==> config.mk <==
export PLATFORM = sky130hd
export DESIGN_NAME = whack_judge
export DESIGN_NICKNAME = d
export VERILOG_FILES = /design/src/rtl/whack_judge.sv
export SDC_FILE = /design/constraint.sdc
export NUM_CORES = 1
export LEC_CHECK = 0
export BUFFER_PORTS_ARGS = -buffer_cell sky130_fd_sc_hd__buf_4
export CELL_PAD_IN_SITES_DETAIL_PLACEMENT = 1
export CELL_PAD_IN_SITES_GLOBAL_PLACEMENT = 1
export CORE_ASPECT_RATIO = 0.5
export CORE_MARGIN = 3
export CORE_UTILIZATION = 40
export CTS_BUF_LIST = sky130_fd_sc_hd__clkbuf_4
export DETAILED_ROUTE_END_ITERATION = 16
export GPL_TIMING_DRIVEN = 1
export PLACE_DENSITY_LB_ADDON = 0.1
export SLEW_MARGIN = 20
export SYNTH_ARGS = -nofsm -noshare
export SYNTH_HDL_FRONTEND = slang
export SYNTH_SLANG_ARGS = --single-unit
==> constraint.sdc <==
create_clock -name clk_out -period 2.5 [get_ports clk_out]
set_input_delay 0 -clock clk_out [delete_from_list [all_inputs] [get_ports clk_out]]
set_output_delay 0 -clock clk_out [all_outputs]
set_load 0.05 [all_outputs]
==> src/rtl/whack_judge.sv <==
// Whack-a-mole judge: debounces hole buttons, scores hits against the current
// mole, counts wrong whacks and escaped moles, and ends the game on too many misses.
module whack_judge #(
    parameter int unsigned DEBOUNCE_CYCLES = 20000,
    parameter int unsigned MAX_MISSES      = 5
) (
    input  logic       clk_out,
    input  logic       rst,
    input  logic       start,
    input  logic [1:0] mole_pos,
    input  logic [3:0] btn,
    output logic [3:0] mole_led,
    output logic [7:0] score_bcd,
    output logic [3:0] miss_cnt,
    output logic       hit_pulse,
    output logic       miss_pulse,
    output logic       game_over
);
    localparam int unsigned CNT_W = $clog2(DEBOUNCE_CYCLES + 1);

    typedef enum logic [1:0] {IDLE, PLAY, HIT, OVER} state_t;

    state_t           state;
    state_t           state_next;
    logic [CNT_W-1:0] db_cnt [4];
    logic [3:0]       db_level;
    logic [3:0]       db_prev;
    logic [3:0]       press;
    logic [1:0]       mole_cur;
    logic             move;
    logic             hit_c;
    logic             miss_c;
    logic             clear_c;

    function automatic logic [7:0] bcd_inc(input logic [7:0] v);
        if (v == 8'h99) return v;
        if (v[3:0] == 4'd9) return {v[7:4] + 4'd1, 4'd0};
        return {v[7:4], v[3:0] + 4'd1};
    endfunction

    // Per-button debounce: a new level is accepted only after it has differed for DEBOUNCE_CYCLES edges
    always_ff @(posedge clk_out) begin
        if (rst) begin
            db_level <= '0;
            db_prev  <= '0;
            for (int i = 0; i < 4; i++) db_cnt[i] <= '0;
        end else begin
            db_prev <= db_level;
            for (int i = 0; i < 4; i++) begin
                if (btn[i] == db_level[i]) begin
                    db_cnt[i] <= '0;
                end else if (db_cnt[i] == CNT_W'(DEBOUNCE_CYCLES - 1)) begin
                    db_level[i] <= btn[i];
                    db_cnt[i]   <= '0;
                end else begin
                    db_cnt[i] <= db_cnt[i] + CNT_W'(1);
                end
            end
        end
    end

    assign press = db_level & ~db_prev;
    assign move  = (mole_pos != mole_cur);

    always_ff @(posedge clk_out) begin
        if (rst) begin
            mole_cur <= '0;
        end else if (move || (state == IDLE && start)) begin
            mole_cur <= mole_pos;
        end
    end

    always_ff @(posedge clk_out) begin
        if (rst) state <= IDLE;
        else     state <= state_next;
    end

    // A press always wins over a simultaneous move, so that mole never also escapes
    always_comb begin
        state_next = state;
        hit_c      = 1'b0;
        miss_c     = 1'b0;
        clear_c    = 1'b0;
        case (state)
            IDLE: begin
                if (start) begin
                    state_next = PLAY;
                    clear_c    = 1'b1;
                end
            end
            PLAY: begin
                if (|press) begin
                    if (press[mole_cur]) begin
                        hit_c      = 1'b1;
                        state_next = HIT;
                    end else begin
                        miss_c = 1'b1;
                    end
                end else if (move) begin
                    miss_c = 1'b1;
                end
            end
            HIT: begin
                if (move) state_next = PLAY;
            end
            OVER: begin
                state_next = OVER;
            end
            default: state_next = IDLE;
        endcase
        if (miss_c && miss_cnt == 4'(MAX_MISSES - 1)) state_next = OVER;
    end

    always_comb begin
        mole_led  = 4'b0000;
        game_over = (state == OVER);
        if (state == PLAY) mole_led = 4'b0001 << mole_cur;
    end

    always_ff @(posedge clk_out) begin
        if (rst) begin
            score_bcd  <= '0;
            miss_cnt   <= '0;
            hit_pulse  <= 1'b0;
            miss_pulse <= 1'b0;
        end else begin
            hit_pulse  <= hit_c;
            miss_pulse <= miss_c;
            if (clear_c) begin
                score_bcd <= '0;
                miss_cnt  <= '0;
            end else begin
                if (hit_c)  score_bcd <= bcd_inc(score_bcd);
                if (miss_c) miss_cnt  <= miss_cnt + 4'd1;
            end
        end
    end
endmodule

* Yosys cells after proc, flatten, opt, wreduce, memory -nomap -nowiden *
Memories as Yosys holds them, arrays and structs flattened.
Cells that the tools add are included.

word-level totals
  bits in registers = 26
  bits in writable memories = 60
  bits of input ports = 9
  output and inout bits = 19
  memories kept = 1

cells by class
  add/sub/neg operators = 7
  magnitude comparators = 1
  equality and inequality tests = 19
  shifts and indexed selects = 1
  muxes and demuxes = 89
  bitwise logic cells = 18
  reduce and logical (&&, ||, !) cells = 13

memory list
  memory  depth  width  rd ports  clocked after memory_dff  write ports  RTL line  text
  db_cnt  4      15     4         0                         4            25        logic [CNT_W-1:0] db_cnt [4];

operators by type and width
  kind                                                                    count
  15-bit 2-to-1 mux                                                       12
  1-bit 2-to-1 mux                                                        65
  15-bit by 1-bit adder with 15-bit output (second input constant)        4
  15-bit equality test (second input constant)                            4
  8-bit 2-to-1 mux                                                        4
  4-bit by 1-bit adder with 4-bit output (second input constant)          3
  1-bit bitwise OR                                                        12
  2-bit 2-to-1 mux                                                        5
  2-bit AND reduction                                                     5
  3-bit != test (second input constant)                                   3
  8-bit equality test (second input constant)                             1
  2-bit case mux with 4 select lines                                      1
  4-bit AND                                                               1
  1-bit equality test                                                     4
  2-bit equality test (second input constant)                             2
  4-bit by 3-bit equality test with 1-bit output (second input constant)  1
  4-bit equality test (second input constant)                             1
  4-bit 2-to-1 mux                                                        1
  1-bit inverter                                                          4
  4-bit inverter                                                          1
  4-bit AND reduction                                                     1
  4-bit OR reduction                                                      1
  1-bit by 2-bit << shifter with 4-bit output (first input constant)      1
  2-bit by 3-bit < comparator with 1-bit output (second input constant)   1
  9 further kinds                                                         10

* Longest topological paths before layout *
  word-level depth = 16
  depth in mapped cells = 8
  gate-level depth less buffers = 7

* Worst setup path after synthesis *
OpenSTA, ideal clock, no wires.

  kind = reg2reg
  start point = memory db_cnt[1][0] (netlist name)
  end point = memory db_cnt[1][10] (netlist name) (data pin)
  arrival = 1.722 ns
  path slack = 0.521 ns
  stages on the path, launching flop included = 9
  path buffers = 2
  period minus slack after synthesis = 1.979 ns
  cell sequence = edfxtp_1 > ha_1 > and3_1 > nand3_1 > nor3_1 > or3_1 > clkbuf_1 > buf_2 > nor2_1

RTL lines
  element      RTL line
  from (decl)  25

==> flow_summary.toml <==
[critical_path]
cp.required_ps = 2830
cp-start-kind = "flop"
r2r_cells = 7
arrival_ps = 2550
worstReg2RegEnd = "db_level[1]$_SDFFE_PP0P_"
critPathKind = "reg -> reg"
r2r_slack_ps = 290
reg2reg_from = "db_cnt[1][0]$_SDFFCE_PN0P_"
crit_path_end_kind = "flop"
path_max_fanout = 4

[floorplan]
die_height_um = 80.13
start_util_pct = 42.09
ios = 28
design.core.area_um2 = 10440
die_x_um = 154.2
dieArea_um2 = 12360
rows = 26

[clock_network]
clock_sinks = 86
post_cts_buffers = 0
clk_latency_ps = 440
numCtsBuffers = 9
cts_tree = "done"
cts-root-buf = "clkbuf_4"
clk_pin_slew_ps = 130
cts_buffer_depth = 2
htreeDepth = 3

[place]
place_area_um2 = 4970
gp_congestion = 0.7585
dp_hpwl_um = 6528
port-buffer-count = 27

[global_routing]
grt_antenna_before_repair = 0
overflow = 0
grt_use_total_pct = 16.13
grt_pass1_vias = 3491
grt_pass1_wl_um = 16080
grt_max_degree = 21

[worst_hold_path]
whs_path_depth = 3
hold_path_class = "in -> reg"
worstHoldStart = "rst"
min_to = "db_prev[2]$_SDFF_PP0_"

[timing]
rsz0062_at_grt = "no"
finalClockSkew_ps = 20.17
slew_headroom_pct = 58.17
min_period_over_period_pct = 88.56
setup_violations = 0
tns_ps = 0
maxSlewViolCount = 0
min_period_ps = 2214
fmax_mhz = 451.7
max_slew.worst_pin.slew_ps = 626.1
finalHoldViolCount = 0

[yosys]
ys.flop_type = "edfxtp_1"
ys_seq_area_share_pct = 52.83
postSynth.asyncResetShare_pct = 0
synth_edf_count = 60
syn_inst = 421
yosys_warnings = 0
synth_seq_cells = 86
synth_cell_types = 47
synth_area_um2 = 4395
avgSynthCellArea_um2 = 10.44

[detailed_routing]
remaining_drc_errors = 0
post_drt_wl_per_cell_um = 13.35
wl_um = 8945
ant_nets = 0
detail_route.iter0.violations = 104
dr.pass1.iters = 4
vias = 3196
vias_per_cell = 4.770

[power_and_ir_drop]
internal_power_mw = 2.020
power.switching_mw = 0.6442
swShare_pct = 24.18
combPwrFrac_pct = 7.9
ir_drop_v = 0.0001705
p_seq_share_pct = 61.9
clockPowerShare_pct = 30.2
p_leak_nw = 1.993
powerDensity_nw_per_um2 = 507.5

[cells_and_area]
area_growth_pct = 19.44
layout-drive-gt1-share_pct = 10.75
nets = 542
insertedDiodeCount = 0
final_common_cell = "nor2_1"
final_cell_area_um2 = 5250
final_cell_mix = "nor2_1 (84), edfxtp_1 (60), conb_1 (60)"

[flow_run]
cap_viol_max_count = 0

[run_status]
status = "finished clean"
## final cells by class
type	instances	area, um^2
multi-input cells	371	2203
well taps	140	175.2
inverters	13	48.80
flip-flops and latches	86	2322
fillers	1194	5192
clock buffers	13	97.59
repair buffers	44	365.4
clock inverters	3	37.54
## repair_timing
item	CTS	global route
endpoints found under the setup margin	0	1
hold buffers	14	0
gates resized for setup	0	1
hold endpoints to repair	18	0
## sequential cells by signal, indices dropped and copies added (netlist names)
signal      cells
db_cnt         60
score_bcd       8
db_level        4
db_prev         4
miss_cnt        4
mole_cur        2
state           2
hit_pulse       1
miss_pulse      1
## metrics by stage
stage / hold WS [ps] / setup slack [ps] / power (mW) / utilization [%] / cells
after floorplan: 128.2 / 520.8 / 1.813 / - / 480
after global placement: 226.3 / 600.8 / 1.869 / 47.59 / 640
after detailed placement: 236.3 / 498.5 / 1.879 / 47.59 / 640
after CTS: 405.3 / 208.5 / 2.697 / 50.23 / 670
after global routing: 400.0 / 46.94 / 2.806 / 50.28 / 670
final: 423.5 / 285.9 / 2.665 / 50.28 / 670
## synth_stat cells (2+ instances only)
library cell / count / share of area [%]
nand3_1: 27 / 3.1
inv_1: 13 / 1.1
a211oi_2: 2 / 0.57
buf_2: 2 / 0.23
clkbuf_1: 5 / 0.43
edfxtp_1: 60 / 41
nor2b_1: 12 / 1.7
o31ai_1: 2 / 0.34
nand4b_1: 2 / 0.40
and3_1: 10 / 1.4
nand4bb_1: 2 / 0.51
nor3b_1: 3 / 0.51
ha_1: 8 / 2.3
mux2i_1: 5 / 1.1
nand4_1: 14 / 2.0
a21oi_1: 4 / 0.46
or3_1: 2 / 0.28
nor2_1: 84 / 7.2
a211o_1: 2 / 0.40
xor2_1: 35 / 7.0
nand2b_1: 6 / 0.85
nand2_1: 25 / 2.1
buf_1: 2 / 0.17
a31o_1: 2 / 0.40
nor4b_1: 3 / 0.60
and4_1: 3 / 0.60
dfxtp_1: 26 / 12
xnor2_1: 28 / 5.6
nor3_1: 14 / 1.6
## critical path, cell delays in order (launching register included)
cell and delay, ps:
edfxtp_1 410, ha_1 220, and3_1 250, nand3_1 170, nor3_2 240, mux2i_1 210, nor2_1 50, dlygate4sd3_1 560
## cell families after synthesis
| family | count (synthesis) | synth area share, % |
|---|---|---|
| buf+inv | 23 | 2.192 |
| mux | 5 | 1.139 |
| xor+xnor | 63 | 12.55 |
| simple gates | 217 | 24.91 |
| fa+ha+maj | 8 | 2.277 |
| compound gates | 18 | 4.014 |
| other cells | 1 | 0.08532 |
| flops | 86 | 52.83 |
## worst max path at each step
stage	cells after the start	to	start
after floorplan	8	db_cnt[1][10]$_SDFFCE_PN0P_	db_cnt[1][0]$_SDFFCE_PN0P_
after global placement	7	db_cnt[1][14]$_SDFFCE_PN0P_	db_cnt[1][0]$_SDFFCE_PN0P_
after detailed placement	6	db_cnt[2][14]$_SDFFCE_PN0P_	db_cnt[2][0]$_SDFFCE_PN0P_
after CTS	7	db_level[1]$_SDFFE_PP0P_	db_cnt[1][0]$_SDFFCE_PN0P_
after global routing	7	db_level[1]$_SDFFE_PP0P_	db_cnt[1][0]$_SDFFCE_PN0P_
final	7	db_level[1]$_SDFFE_PP0P_	db_cnt[1][0]$_SDFFCE_PN0P_
## routing by layer
| metal | GRT usage (%) | part of all wire (%) | vias up |
|---|---|---|---|
| met4 | 2.379 | 0.29 | 0 |
| li1 | - | - | 1618 |
| met2 | 28.83 | 48 | 30 |
| met3 | 5.867 | 3.8 | 2 |
| met5 | 0 | 0 | - |
| met1 | 19.23 | 48 | 1546 |
## power by group through the flow
stage / Combinational, mW / Clock [mW] / Sequential (mW)
3_5_place_dp: 0.196 / 0 / 1.68
6_report: 0.209 / 0.805 / 1.65
4_1_cts: 0.210 / 0.836 / 1.65
5_1_grt: 0.241 / 0.903 / 1.66
2_1_floorplan: 0.143 / 0 / 1.67
3_3_place_gp: 0.189 / 0 / 1.68
Note: power is estimated with default switching activity, not from simulation.
